==> src/rtl/div64x32_if.sv <==
// Handshake and result bundle for the div64x32 sequential divider.
// DIV_DONE_PULSE_EN adds the one-cycle done completion pulse.
interface div64x32_if;
    logic        start;
    logic [63:0] dividend;
    logic [31:0] divisor;
    logic        busy;
    logic [31:0] quotient;
    logic [31:0] remainder;
    logic        div_by_zero;
    logic        overflow;
`ifdef DIV_DONE_PULSE_EN
    logic        done;
`endif

    modport master (
        output start, dividend, divisor,
`ifdef DIV_DONE_PULSE_EN
        input  done,
`endif
        input  busy, quotient, remainder, div_by_zero, overflow
    );

    modport slave (
        input  start, dividend, divisor,
`ifdef DIV_DONE_PULSE_EN
        output done,
`endif
        output busy, quotient, remainder, div_by_zero, overflow
    );
endinterface

==> src/rtl/div64x32.sv <==
// Sequential unsigned 64/32 restoring divider, one quotient bit per clock.
// Optional DIV_DONE_PULSE_EN adds a one-cycle done pulse on completion.
module div64x32 (
    input  logic      clk,
    input  logic      reset,
    div64x32_if.slave bus
);
    typedef enum logic [1:0] {IDLE = 2'd0, RUN = 2'd1, ERR = 2'd2} state_t;

    state_t      state, state_nxt;
    logic [31:0] rem;
    logic [31:0] lo;
    logic [31:0] dvsr;
    logic [4:0]  cnt;
    logic [31:0] quo_r;
    logic [31:0] rem_r;
    logic        dbz_r;
    logic        ovf_r;

    logic [32:0] t;
    logic        qbit;
    logic [31:0] rem_nxt;
    logic [31:0] lo_nxt;
    logic        last;

    // A restored remainder is always < divisor, so the difference fits in
    // 32 bits even when t itself needs bit 32.
    always_comb begin
        t       = {rem, lo[31]};
        qbit    = (t >= {1'b0, dvsr});
        rem_nxt = qbit ? (t[31:0] - dvsr) : t[31:0];
        lo_nxt  = {lo[30:0], qbit};
        last    = (cnt == 5'd31);
    end

    always_ff @(posedge clk) begin
        if (reset) state <= IDLE;
        else       state <= state_nxt;
    end

    always_comb begin
        state_nxt = state;
        case (state)
            IDLE: begin
                if (bus.start) begin
                    if (bus.divisor == '0)                        state_nxt = ERR;
                    else if (bus.dividend[63:32] >= bus.divisor) state_nxt = ERR;
                    else                                          state_nxt = RUN;
                end
            end
            RUN:     if (last) state_nxt = IDLE;
            ERR:     state_nxt = IDLE;
            default: state_nxt = IDLE;
        endcase
    end

    always_ff @(posedge clk) begin
        if (reset) begin
            rem   <= '0;
            lo    <= '0;
            dvsr  <= '0;
            cnt   <= '0;
            quo_r <= '0;
            rem_r <= '0;
            dbz_r <= 1'b0;
            ovf_r <= 1'b0;
        end else begin
            case (state)
                IDLE: begin
                    if (bus.start) begin
                        dvsr  <= bus.divisor;
                        rem   <= bus.dividend[63:32];
                        lo    <= bus.dividend[31:0];
                        cnt   <= '0;
                        dbz_r <= (bus.divisor == '0);
                        ovf_r <= (bus.divisor != '0) && (bus.dividend[63:32] >= bus.divisor);
                    end
                end
                RUN: begin
                    rem <= rem_nxt;
                    lo  <= lo_nxt;
                    cnt <= cnt + 5'd1;
                    if (last) begin
                        quo_r <= lo_nxt;
                        rem_r <= rem_nxt;
                    end
                end
                ERR: begin
                    quo_r <= '1;
                    rem_r <= lo;
                end
                default: ;
            endcase
        end
    end

`ifdef DIV_DONE_PULSE_EN
    logic done_r;

    always_ff @(posedge clk) begin
        if (reset) done_r <= 1'b0;
        else       done_r <= (state == ERR) || ((state == RUN) && last);
    end

    assign bus.done = done_r;
`endif

    assign bus.busy        = (state != IDLE);
    assign bus.quotient    = quo_r;
    assign bus.remainder   = rem_r;
    assign bus.div_by_zero = dbz_r;
    assign bus.overflow    = ovf_r;
endmodule

==> src/flat_wrapper.sv <==
// flat-port wrapper written by rule: the top's interface ports become plain ports
module div64x32_flat 
  (clk, reset, bus_start, bus_dividend, bus_divisor, bus_busy, bus_quotient, bus_remainder, bus_div_by_zero, bus_overflow);
  div64x32_if bus_i ();
  input  logic clk;
  input  logic reset;
  input wire logic [$bits(bus_i.start)-1:0] bus_start;
  input wire logic [$bits(bus_i.dividend)-1:0] bus_dividend;
  input wire logic [$bits(bus_i.divisor)-1:0] bus_divisor;
  output wire logic [$bits(bus_i.busy)-1:0] bus_busy;
  output wire logic [$bits(bus_i.quotient)-1:0] bus_quotient;
  output wire logic [$bits(bus_i.remainder)-1:0] bus_remainder;
  output wire logic [$bits(bus_i.div_by_zero)-1:0] bus_div_by_zero;
  output wire logic [$bits(bus_i.overflow)-1:0] bus_overflow;
  assign bus_i.start = bus_start;
  assign bus_i.dividend = bus_dividend;
  assign bus_i.divisor = bus_divisor;
  assign bus_busy = bus_i.busy;
  assign bus_quotient = bus_i.quotient;
  assign bus_remainder = bus_i.remainder;
  assign bus_div_by_zero = bus_i.div_by_zero;
  assign bus_overflow = bus_i.overflow;
  div64x32 u_core (.clk(clk), .reset(reset), .bus(bus_i));
endmodule
==> config.mk <==
export PLATFORM = sky130hd
export DESIGN_NAME = div64x32_flat
export DESIGN_NICKNAME = d
export VERILOG_FILES = /design/src/rtl/div64x32_if.sv /design/src/rtl/div64x32.sv /design/src/flat_wrapper.sv
export SDC_FILE = /design/constraint.sdc
export NUM_CORES = 1
export LEC_CHECK = 0
export BUFFER_PORTS_ARGS = -buffer_cell sky130_fd_sc_hd__buf_4
export CAP_MARGIN = 20
export CORE_ASPECT_RATIO = 1.4
export CORE_MARGIN = 5
export CORE_UTILIZATION = 40
export CTS_CLUSTER_SIZE = 8
export DETAILED_ROUTE_END_ITERATION = 8
export PLACE_DENSITY = 0.69
export SLEW_MARGIN = 30
export SYNTH_ARGS = -nofsm -noshare
export SYNTH_HDL_FRONTEND = slang
export SYNTH_SLANG_ARGS = --single-unit
==> constraint.sdc <==
create_clock -name clk -period 8.2 [get_ports clk]
set_clock_uncertainty 0.2 [all_clocks]
set_input_delay 1.64 -clock clk [delete_from_list [all_inputs] [get_ports clk]]
set_output_delay 1.64 -clock clk [all_outputs]
set_load 0.03 [all_outputs]
Word level (Yosys, flattened, before mapping)
Index checks and enable logic that the tools add are counted.
{ "classes": {"addsub": 2, "order_cmp": 2, "eq_ne": 5, "n_mux": 16, "n_reduce_logical": 11} }
{ "op_table": {"columns": ["op", "n"], "rows": [
  ["$pmux 32 s2", 4],
  ["$mux 32", 5],
  ["$ge 33x32->1", 1],
  ["$ge 32x32->1", 1],
  ["$logic_not 32->1", 1],
  ["$reduce_bool 32->1", 1],
  ["$sub 32x32->32", 1],
  ["$pmux 5 s2", 1],
  ["$mux 2", 4],
  ["$reduce_and 2->1", 4],
  ["$reduce_bool 2->1", 3],
  ["$add 5x1->5 const B", 1],
  ["$eq 5x5->1 const B", 1],
  ["$mux 5", 1],
  ["$pmux 2 s2", 1],
  ["$eq 2x1->1 const B", 1],
  ["$eq 2x2->1 const B", 1],
  ["$logic_not 2->1", 1],
  ["$ne 2x1->1 const B", 1],
  ["$ne 2x2->1 const B", 1],
  ["$logic_and 1x1->1", 1]
]} }
{ "word_totals": {"ff_bits": 169, "out_inout_bits": 67, "wordCells": 45} }

Logic depth before layout (Yosys ltp)
Gate-level depths: netlist of run 1.
{ "logic_depth": {"word_depth": 5, "depth_mapped": 14} }

Least setup slack after synthesis of run 1
OpenSTA, ideal clock, no wires.
{ "synth_path": {"kind": "input-to-reg", "from": "in bus_divisor[31]", "to": "reg u_core.ovf_r, in the netlist u_core.bus.overflow", "arrival_time_ns": 3.308, "required_time_ns": 7.930, "slack_ns": 4.621, "path_stages": 9, "n_path_buf": 0, "path_cell_list": "inv_1 ha_1 nand4_1 nor4_1 nand2_1 nor4_1 a211oi_1 or3_1 a21oi_1"} }
{ "synth_between": {"elab_chain_len": 2} }
{ "synth_lines": {"columns": ["item", "line_no", "text"], "rows": [
  ["start: declaration", "flat_wrapper.sv:9", "input wire logic [$bits(bus_i.divisor)-1:0] bus_divisor;"],
  ["$ge 32x32->1 or $reduce_bool 32->1 (tied branches)", "div64x32.sv:76", "ovf_r <= (bus.divisor != '0) && (bus.dividend[63:32] >= bus.divisor);"],
  ["$logic_and 1x1->1 (*)", "div64x32.sv:76", null],
  ["end signal: assignment", "div64x32.sv:76", null],
  ["end: declaration", "div64x32.sv:18", "logic ovf_r;"]
]} }
Mark *: on every way between the ends. The rest lies on a longest branch, timed or not.
A chain may end at the register's enable or synchronous reset.

Final worst setup path of run 1
{ "layout_path": {"from": "reg u_core.dvsr[1]", "to": "reg u_core.rem_r[7], in the netlist u_core.bus.remainder[7]"} }
{ "layout_between": {"elab_chain_len": 4} }
{ "layout_lines": {"columns": ["item", "line_no", "text"], "rows": [
  ["start: declaration", "div64x32.sv:13", "logic [31:0] dvsr;"],
  ["start signal: assignment", "div64x32.sv:71", "dvsr <= bus.divisor;"],
  ["$sub 32x32->32 or $ge 33x32->1 (tied branches)", "div64x32.sv:31, div64x32.sv:30", null],
  ["$mux 32 (*)", "div64x32.sv:31", "rem_nxt = qbit ? (t[31:0] - dvsr) : t[31:0];"],
  ["$mux 32 (*)", "div64x32.sv:83", "if (last) begin"],
  ["$pmux 32 s2 (*)", "div64x32.sv:68", "case (state)"],
  ["end signal: assignment", "div64x32.sv:85", "rem_r <= rem_nxt;"],
  ["end signal: assignment", "div64x32.sv:90", "rem_r <= lo;"],
  ["end: declaration", "div64x32.sv:16", "logic [31:0] rem_r;"]
]} }
Mark *: on every way between the ends. The rest lies on a longest branch, timed or not. The select of a mux whose other input is x is not followed.

==> results of run 1 <==
==> how the worst max path moves through the flow <==
stage               slack (ns)             from                      end  cells after the start
finish                    4.05   u_core.dvsr[1]  u_core.bus.remainder[7]                     12
global placement          4.05  bus_divisor[25]          u_core.state[1]                     12
detailed placement        4.00  bus_divisor[27]      u_core.bus.overflow                     10
global route              3.79   u_core.dvsr[1]  u_core.bus.remainder[7]                     12
CTS                       4.02   u_core.dvsr[1]  u_core.bus.remainder[7]                     12
floorplan                 4.62  bus_divisor[31]      u_core.bus.overflow                      9
==> power groups by stage <==
stage          clock [µW]  sequential (µW)  combinational [µW]
5_1_grt               850              993                1520
6_report              804              982                1390
3_3_place_gp            0              997                1370
2_1_floorplan           0             1030                 961
4_1_cts               814              980                1380
3_5_place_dp            0              998                1370
==> critical path: stages (launching register included) <==
cell,delay (ns)
dfxtp_1,0.33
inv_1,0.07
ha_1,0.29
nor2b_1,0.19
o2111ai_1,0.20
a211o_1,0.37
and3_1,0.27
a211o_1,0.33
nand2_1,0.72
buf_4,0.42
mux2_1,0.39
o21ai_1,0.15
a21oi_1,0.07
==> cell type report <==
cell class                      instances  area share, %
Multi-Input combinational cell        893          49.51
Sequential cell                       169          28.48
Tap cell                              315          3.318
Clock buffer                           17          3.582
Timing Repair Buffer                  181          11.44
Clock inverter                         15          1.264
Inverter                               76          2.402
==> registers in the layout (all words and copies together) (netlist names) <==
signal                  count
u_core.bus.div_by_zero      1
u_core.bus.overflow         1
u_core.bus.quotient        32
u_core.bus.remainder       32
u_core.cnt                  5
u_core.dvsr                32
u_core.lo                  32
u_core.rem                 32
u_core.state                2
==> cell usage in the layout, fill, tap and decap left out, types with 12 or more instances in the layout <==
cell and instances:
clkbuf_16 17, a21oi_1 135, dfxtp_1 169, o21ai_1 16, ha_1 66, mux2_1 17, nand3_1 12, nor2_1 79
xnor2_1 13, inv_1 76, o22a_1 27, a31oi_1 14, and3_1 13, a22oi_1 62, o21ai_0 19, o221a_2 31
o32ai_1 13, xor2_1 14, buf_4 181, nand2_1 183, a21o_1 33
==> stage by stage <==
stage / total power, µW / instances / utilization [%] / hold slack [ns] / setup WS [ns]
2_1_floorplan: 1990 / 1227 / - / 0.2287 / 4.621
3_3_place_gp: 2365 / 1634 / 46.11 / 0.2438 / 4.047
3_5_place_dp: 2371 / 1634 / 46.12 / 0.2495 / 4.004
4_1_cts: 3176 / 1666 / 48.47 / 0.2603 / 4.024
5_1_grt: 3358 / 1666 / 48.47 / 0.2772 / 3.794
6_report: 3175 / 1666 / 48.47 / 0.2571 / 4.046
==> kinds of logic after synthesis <==
kind of cell	share of synthesized area, %
compound gates	29.90
simple gates	15.49
flops	34.21
buf+inv	6.617
fa+ha+maj	8.553
xor+xnor	2.391
mux	2.847
==> per-layer routing <==
layer | up-vias | wire length [µm] | GRT usage, %
met4 | 0 | 1177 | 9.088
met1 | 4629 | 13680 | 28.84
met3 | 60 | 2003 | 5.340
met2 | 303 | 16150 | 39.56
li1 | 4685 | - | -
met5 | - | 0 | 0
==> reports/metrics.cfg, run 1 <==
[grt]
grt_pass1_wl_um = 52740
track_usage_pct = 23.46
overflow = 0
grt_pass1_vias = 9732
grt_max_degree = 81
antenna_found_initial = 0

[cells_and_area]
area_growth_pct = 20.10
n_fill_cell = 2450
layout-drive-gt1-share_pct = 19.25
multiInputGateArea_um2 = 5881
stdcell_area_um2 = 11880
ff_latch_area_um2 = 3383
nets = 1504
diodes = 0

[sta]
finalHoldViolations = 0
fin_crit_ns = 4.154
slew_violations = 0
setup-violations-final = 0
fmax_mhz = 240.7
rsz0062_at_grt = no
post-route-period-util_pct = 50.66
worst_pin_slew_ns = 0.9612
slew_headroom_pct = 35.77
finalSetupTns_ns = 0

[hold_path]
holdPathStages = 2
whs_endpoint = u_core.bus.div_by_zero
hold_class = flip-flop to flip-flop
hp-start = u_core.bus.div_by_zero

[critical_path]
reg2reg_depth = 12
crit_arrival_ns = 4.25
worstSetupPathType = flip-flop to flip-flop
crit_path_start_kind = flip-flop
r2r_setup_slack_ns = 4.05
rr_startpoint = u_core.dvsr[1]
end_kind = flip-flop
cp_data_required_time_ns = 8.29
reg2reg_to = u_core.bus.remainder[7]
cp_max_fo = 20

[cts]
cts_resized = 0
post_cts_buffers = 0
clk_pin_slew_worst_paths_ns = 0.08
clockBufferDepth = 2
numCtsBuffers = 17
ctsHoldBuffers = 0
clock_sinks = 169
cts_tree = yes
insertion_delay_ns = 0.44
cts_root_buf = clkbuf_16
htree_levels = 4

[die]
core_um2 = 24500
rows = 68
start_util_pct = 40.36
die_area_um2 = 28010
fp.dieH_um = 196.0
io_pins = 166
die_w_um = 142.9

[outcome]
status = finished, final reports clean

[routing]
dr.pass1.iters = 6
drt_wl_total_um = 33010
vias_per_cell = 5.809
final_antenna_net_count = 0
drc = 0
vias = 9677
drt_iter0_drc = 665
drt-wirelength-per-cell_um = 19.81

[placed_design]
port_buffers = 165
dp_hpwl_um = 24120
place_area_um2 = 11300
gp_congestion = 0.9479

[yosys]
synth_most_common_cell = nand2_1
synth_edf_count = 0
ys_async_sr_fraction_pct = 0
synth_top_area_share_pct = 34.21
synth-seq-area-share_pct = 34.21
ys_seq_elements = 169
synth_cells = 1227
synth_area_leaders = dfxtp_1, ha_1, nand2_1
postSynthAreaPerCell_um2 = 8.060
synth_cell_type_count = 66
yosysWarnings = 0
syn_area_um2 = 9889
synth_flop_cell = dfxtp_1
syn_nets = 1393
post_synth_most_frequent_cells = nand2_1, dfxtp_1, a21oi_1
yosys.area.top_type = dfxtp_1

[power]
p_sw_share_pct = 41.30
p_sw_uw = 1311
ir_worst_vdd_mv = 0.1662
pwr-share-comb_pct = 43.8
pwr-share-seq_pct = 30.9
leakage_uw = 0.005097
p_clk_share_pct = 25.3
intPower_uw = 1864
p_per_area_nw_per_um2 = 267.3

[job]
cap_violations = 0

(Power assumes the default switching activity.)
==> run 2, diff against run 1 <==
--- a/config.mk
+++ b/config.mk
@@ -12,7 +12,7 @@
 export CORE_UTILIZATION = 40
 export CTS_CLUSTER_SIZE = 8
 export DETAILED_ROUTE_END_ITERATION = 8
-export PLACE_DENSITY = 0.69
+export PLACE_DENSITY = 0.71
 export SLEW_MARGIN = 30
 export SYNTH_ARGS = -nofsm -noshare
 export SYNTH_HDL_FRONTEND = slang
==> constraint.sdc (replaced) <==
create_clock -name clk -period 3.6 [get_ports clk]
set_clock_uncertainty 0.2 [all_clocks]
set_input_delay 0.72 -clock clk [delete_from_list [all_inputs] [get_ports clk]]
set_output_delay 0.72 -clock clk [all_outputs]
set_load 0.03 [all_outputs]
==> reports/metrics.cfg, run 2 (synthesis gave the netlist of run 1 again) <==
[outcome]
status = finished, final reports clean

[sta]
slew_headroom_pct = 46.20
post-route-period-util_pct = 96.17
fin_crit_ns = 3.462
fmax_mhz = 288.8
timing.final.ws_setup_ns = 0.1378
worst_pin_slew_ns = 0.8071
finalSetupTns_ns = 0
rsz0062_at_grt = no
setup-violations-final = 0
finalHoldViolations = 0
holdWs_ns = 0.2565
slew_violations = 0

[power]
p_sw_uw = 2908
p_per_area_nw_per_um2 = 616.9
ir_worst_vdd_mv = 0.3740
p_clk_share_pct = 26.2
pwr-share-seq_pct = 30.0
p_sw_share_pct = 38.85
pwr-share-comb_pct = 43.8
intPower_uw = 4577
leakage_uw = 0.005240

[cells_and_area]
diodes = 0
n_fill_cell = 2424
nets = 1526
layout-drive-gt1-share_pct = 20.76
final_common_cell = buf_4
mostFrequentLayoutCells = buf_4, nand2_1, dfxtp_1, a21oi_1, nor2_1
area_growth_pct = 22.70

[routing]
drt-wirelength-per-cell_um = 19.93
drt_iter0_drc = 739
drc = 0
dr.pass1.iters = 5
vias = 9817
vias_per_cell = 5.816
final_antenna_net_count = 0
drt_wl_total_um = 33640

[critical_path]
crit_path_start_kind = flip-flop
crit_arrival_ns = 3.60
cpPeakStageDelay_ns = 0.40
cp_cell_sequence = inv_1, ha_1, inv_1, fa_1, a21o_1, a221oi_2, o21ai_2, a31o_1, a221o_1, o31a_1, nor3_2, nor2_1, a2111oi_2
cp_data_required_time_ns = 3.74
crit_top_cell = inv_1
end_kind = flip-flop
worstSetupPathType = flip-flop to flip-flop
critical_path.slowest_cell = fa_1
cp_max_fo = 5

[die]
die_area_um2 = 28010
core_um2 = 24500
fp.dieH_um = 196.0
rows = 68
io_pins = 166
start_util_pct = 40.36
die_w_um = 142.9

[placed_design]
gp_congestion = 0.9764
port_buffers = 165
dp_worst_setup_slack_ns = 0.1610
dp_hpwl_um = 25250

[cts]
htree_levels = 4
numCtsBuffers = 17
post_cts_buffers = 0
clock_sinks = 169
cts_resized = 0
cts_root_buf = clkbuf_16
clk_pin_slew_worst_paths_ns = 0.07
insertion_delay_ns = 0.44
cts_tree = yes
ctsHoldBuffers = 0
clockBufferDepth = 2

[grt]
grt_max_degree = 74
grt_util_met2_pct = 39.97
use_met1_pct = 28.84
antenna_found_initial = 0
grt_pass1_vias = 9652
gr-usage-met3_pct = 4.828
grt_pass1_wl_um = 52590
track_usage_pct = 23.48
overflow = 0
busiest_layer = met2

[hold_path]
hold_class = flip-flop to flip-flop

[job]
cap_violations = 0

[run 2: changes by cell type in the layout (fill, tap and decap cells not counted), sizes merged]
cell    delta
buf       +22
bufinv     +3
clkinv     +1
inv        -6
clkbuf     +2
[run 2: critical path, delay by kind of cell (launching register included)]
| kind | cells | cell delay (ns) |
|---|---|---|
| compound gates | 7 | 1.84 |
| flops | 1 | 0.33 |
| fa+ha+maj | 2 | 0.56 |
| simple gates | 2 | 0.27 |
| buf+inv | 2 | 0.15 |
[run 2: through the flow]
stage                     util (%)  power (µW)  cells  cell area (µm²)
after floorplan                  -        4533   1227             9889
final                        49.52        7485   1688            12130
after global routing         49.52        7860   1688            12130
after detailed placement     46.92        5482   1656            11500
after global placement       46.86        5468   1655            11480
after CTS                    49.45        7448   1688            12120
[run 2: cell type report]
type	count	area [µm²]	share of cell area, %
clock inverters	13	167.7	1.382
well taps	315	394.1	3.248
repair buffers	203	1556	12.83
inverters	76	285.3	2.351
multi-input cells	893	5894	48.58
clock buffers	19	452.9	3.733
flip-flops and latches	169	3383	27.88
[run 2: layer usage]
layer  up-vias  routed length (µm)
li1       4718                   -
met1      4724               13890
met2       320               16720
met3        55                1942
met4         0                1083
met5         -                   0
[run 2: final timing paths]
| kind | startpoint | to | slack [ns] | cells after the start |
|---|---|---|---|---|
| setup / recovery | u_core.lo[31] | u_core.bus.remainder[28] | 0.14 | 13 |
| hold reg to reg | u_core.dvsr[23] | u_core.dvsr[23] | 0.26 | 2 |
| setup reg to reg | u_core.lo[31] | u_core.bus.remainder[28] | 0.14 | 13 |
| hold / removal | u_core.dvsr[23] | u_core.dvsr[23] | 0.26 | 2 |
[run 2: power groups by stage]
stage,combinational (µW),sequential (µW),clock [µW]
3_3_place_gp,3190,2280,0
6_report,3280,2240,1960
2_1_floorplan,2190,2340,0
5_1_grt,3540,2270,2050
4_1_cts,3230,2240,1980
3_5_place_dp,3210,2280,0
==> run 3, diff against run 2 <==
--- a/config.mk
+++ b/config.mk
@@ -7,7 +7,6 @@
 export LEC_CHECK = 0
 export BUFFER_PORTS_ARGS = -buffer_cell sky130_fd_sc_hd__buf_4
 export CAP_MARGIN = 20
-export CORE_ASPECT_RATIO = 1.4
 export CORE_MARGIN = 5
 export CORE_UTILIZATION = 40
 export CTS_CLUSTER_SIZE = 8
==> reports/metrics.cfg, run 3 (synthesis gave the netlist of run 1 again) <==
[critical_path]
crit_arrival_ns = 3.48
critical_path.slowest_cell = a211oi_1
cp_data_required_time_ns = 3.69
crit_path_start_kind = flip-flop
end_kind = flip-flop
cp_num_buf_inv = 2
worstSetupPathType = flip-flop to flip-flop
cp_cell_sequence = inv_1, ha_1, a21o_1, a21o_1, a21oi_1, o21ai_1, a211oi_1, nand2_1, buf_4, mux2_1, o21ai_1, a21oi_1
critical-path-top-delay-family = compound AO/OA/AOI/OAI gates
cpPeakStageDelay_ns = 0.37
cp_max_fo = 8

[routing]
drt_iter0_drc = 903
final_antenna_net_count = 0
drt-wirelength-per-cell_um = 19.64
dr.pass1.iters = 5
drt_wl_total_um = 33270
drc = 0
vias_per_cell = 5.828
vias = 9872

[placed_design]
gp_congestion = 0.9261
dp_hpwl_um = 24860
port_buffers = 165

[cells_and_area]
layout-drive-gt1-share_pct = 20.44
n_fill_cell = 2369
fin_util_pct = 49.86
diodes = 0
mostFrequentLayoutCells = buf_4, nand2_1, dfxtp_1, a21oi_1, nor2_1
nets = 1523
ff_latch_area_um2 = 3383
area_growth_pct = 22.61
multiInputGateArea_um2 = 5902
final_common_cell = buf_4

[sta]
post-route-period-util_pct = 93.96
fin_crit_ns = 3.383
rsz0062_at_grt = no
slew_violations = 0
worst_pin_slew_ns = 0.6936
fmax_mhz = 295.6
holdWs_ns = 0.2562
finalHoldViolations = 0
setup-violations-final = 0
slew_headroom_pct = 53.55

[cts]
cts_root_buf = clkbuf_16
htree_levels = 4
clk_pin_slew_worst_paths_ns = 0.07
numCtsBuffers = 17
cts_tree = yes
insertion_delay_ns = 0.44
clock_sinks = 169
clockBufferDepth = 2

[die]
die_w_um = 167.2
io_pins = 166
rows = 57
core_um2 = 24320
fp.dieH_um = 167.2
start_util_pct = 40.66
die_area_um2 = 27970

[power]
p_per_area_nw_per_um2 = 610.3
ir_worst_vdd_mv = 0.4475
leakage_uw = 0.005226

[grt]
antenna_found_initial = 0
grt_pass1_vias = 9724
grt_pass1_wl_um = 52820
grt_max_degree = 119
overflow = 0
track_usage_pct = 23.05

[outcome]
status = finished, final reports clean

[job]
cap_violations = 0

[hold_path]
hold_class = flip-flop to flip-flop

## run 3: cell types whose count changed in the layout (fill, tap and decap cells not counted), moves of 2 or more
cell / change
inv_8: +4
buf_4: -4
bufinv_16: -3
clkinv_8: +3
clkinv_2: -2
clkbuf_8: -2
## run 3: worst paths after layout
kind | start | endpoint | slack (ns) | depth (start not counted)
worst min register to register | u_core.dvsr[26] | u_core.dvsr[26] | 0.26 | 2
worst max-delay path | u_core.dvsr[26] | u_core.bus.remainder[10] | 0.22 | 12
worst max register to register | u_core.dvsr[26] | u_core.bus.remainder[10] | 0.22 | 12
worst min-delay path | u_core.dvsr[26] | u_core.dvsr[26] | 0.26 | 2
## run 3: what timing repair did
item | 4_1_cts | 5_1_grt
setup endpoints to repair | 0 | 3
hold buffers | 0 | 0
setup buffers | 0 | 1
gates resized for setup | 0 | 3
## run 3: layout make-up
| type | instances | area share [%] |
|---|---|---|
| repair buffers | 200 | 12.82 |
| well taps | 324 | 3.343 |
| clock inverters | 15 | 1.403 |
| multi-input cells | 893 | 48.67 |
| flip-flops and latches | 169 | 27.90 |
| inverters | 76 | 2.353 |
| clock buffers | 17 | 3.508 |
## run 3: routing by layer
layer | global-route usage (%) | vias up | part of all wire, %
met5 | 0 | - | 0
met3 | 4.055 | 66 | 5.5
met4 | 9.174 | 0 | 3.7
met1 | 29.39 | 4714 | 43
li1 | - | 4728 | -
met2 | 38.83 | 364 | 47
## run 3: tightest hold or removal path, delay by kind of cell (launching register included)
family / cells / cell delay [ns]
AO/OA/AOI/OAI: 1 / 0.05
flip-flops: 1 / 0.31
AND/OR/NAND/NOR: 1 / 0.05
## run 3: stage by stage
| step | total power (µW) | worst slack [ns] | TNS (ns) | std cells | cell area [µm²] |
|---|---|---|---|---|---|
| after floorplan | 4533 | 0.4380 | 0 | 1227 | 9889 |
| after global placement | 5454 | 0.007481 | 0 | 1659 | 11460 |
| final | 7401 | 0.2175 | 0 | 1694 | 12130 |
| after detailed placement | 5499 | -0.05182 | -0.05182 | 1661 | 11500 |
| after global routing | 7792 | 0.03507 | 0 | 1694 | 12130 |
| after CTS | 7348 | 0.1470 | 0 | 1693 | 12090 |
## run 3: power breakdown
group	internal [µW]	switching, µW	total (µW)
clock network	940	917	1860
logic	1380	1920	3300
registers	2060	182	2250
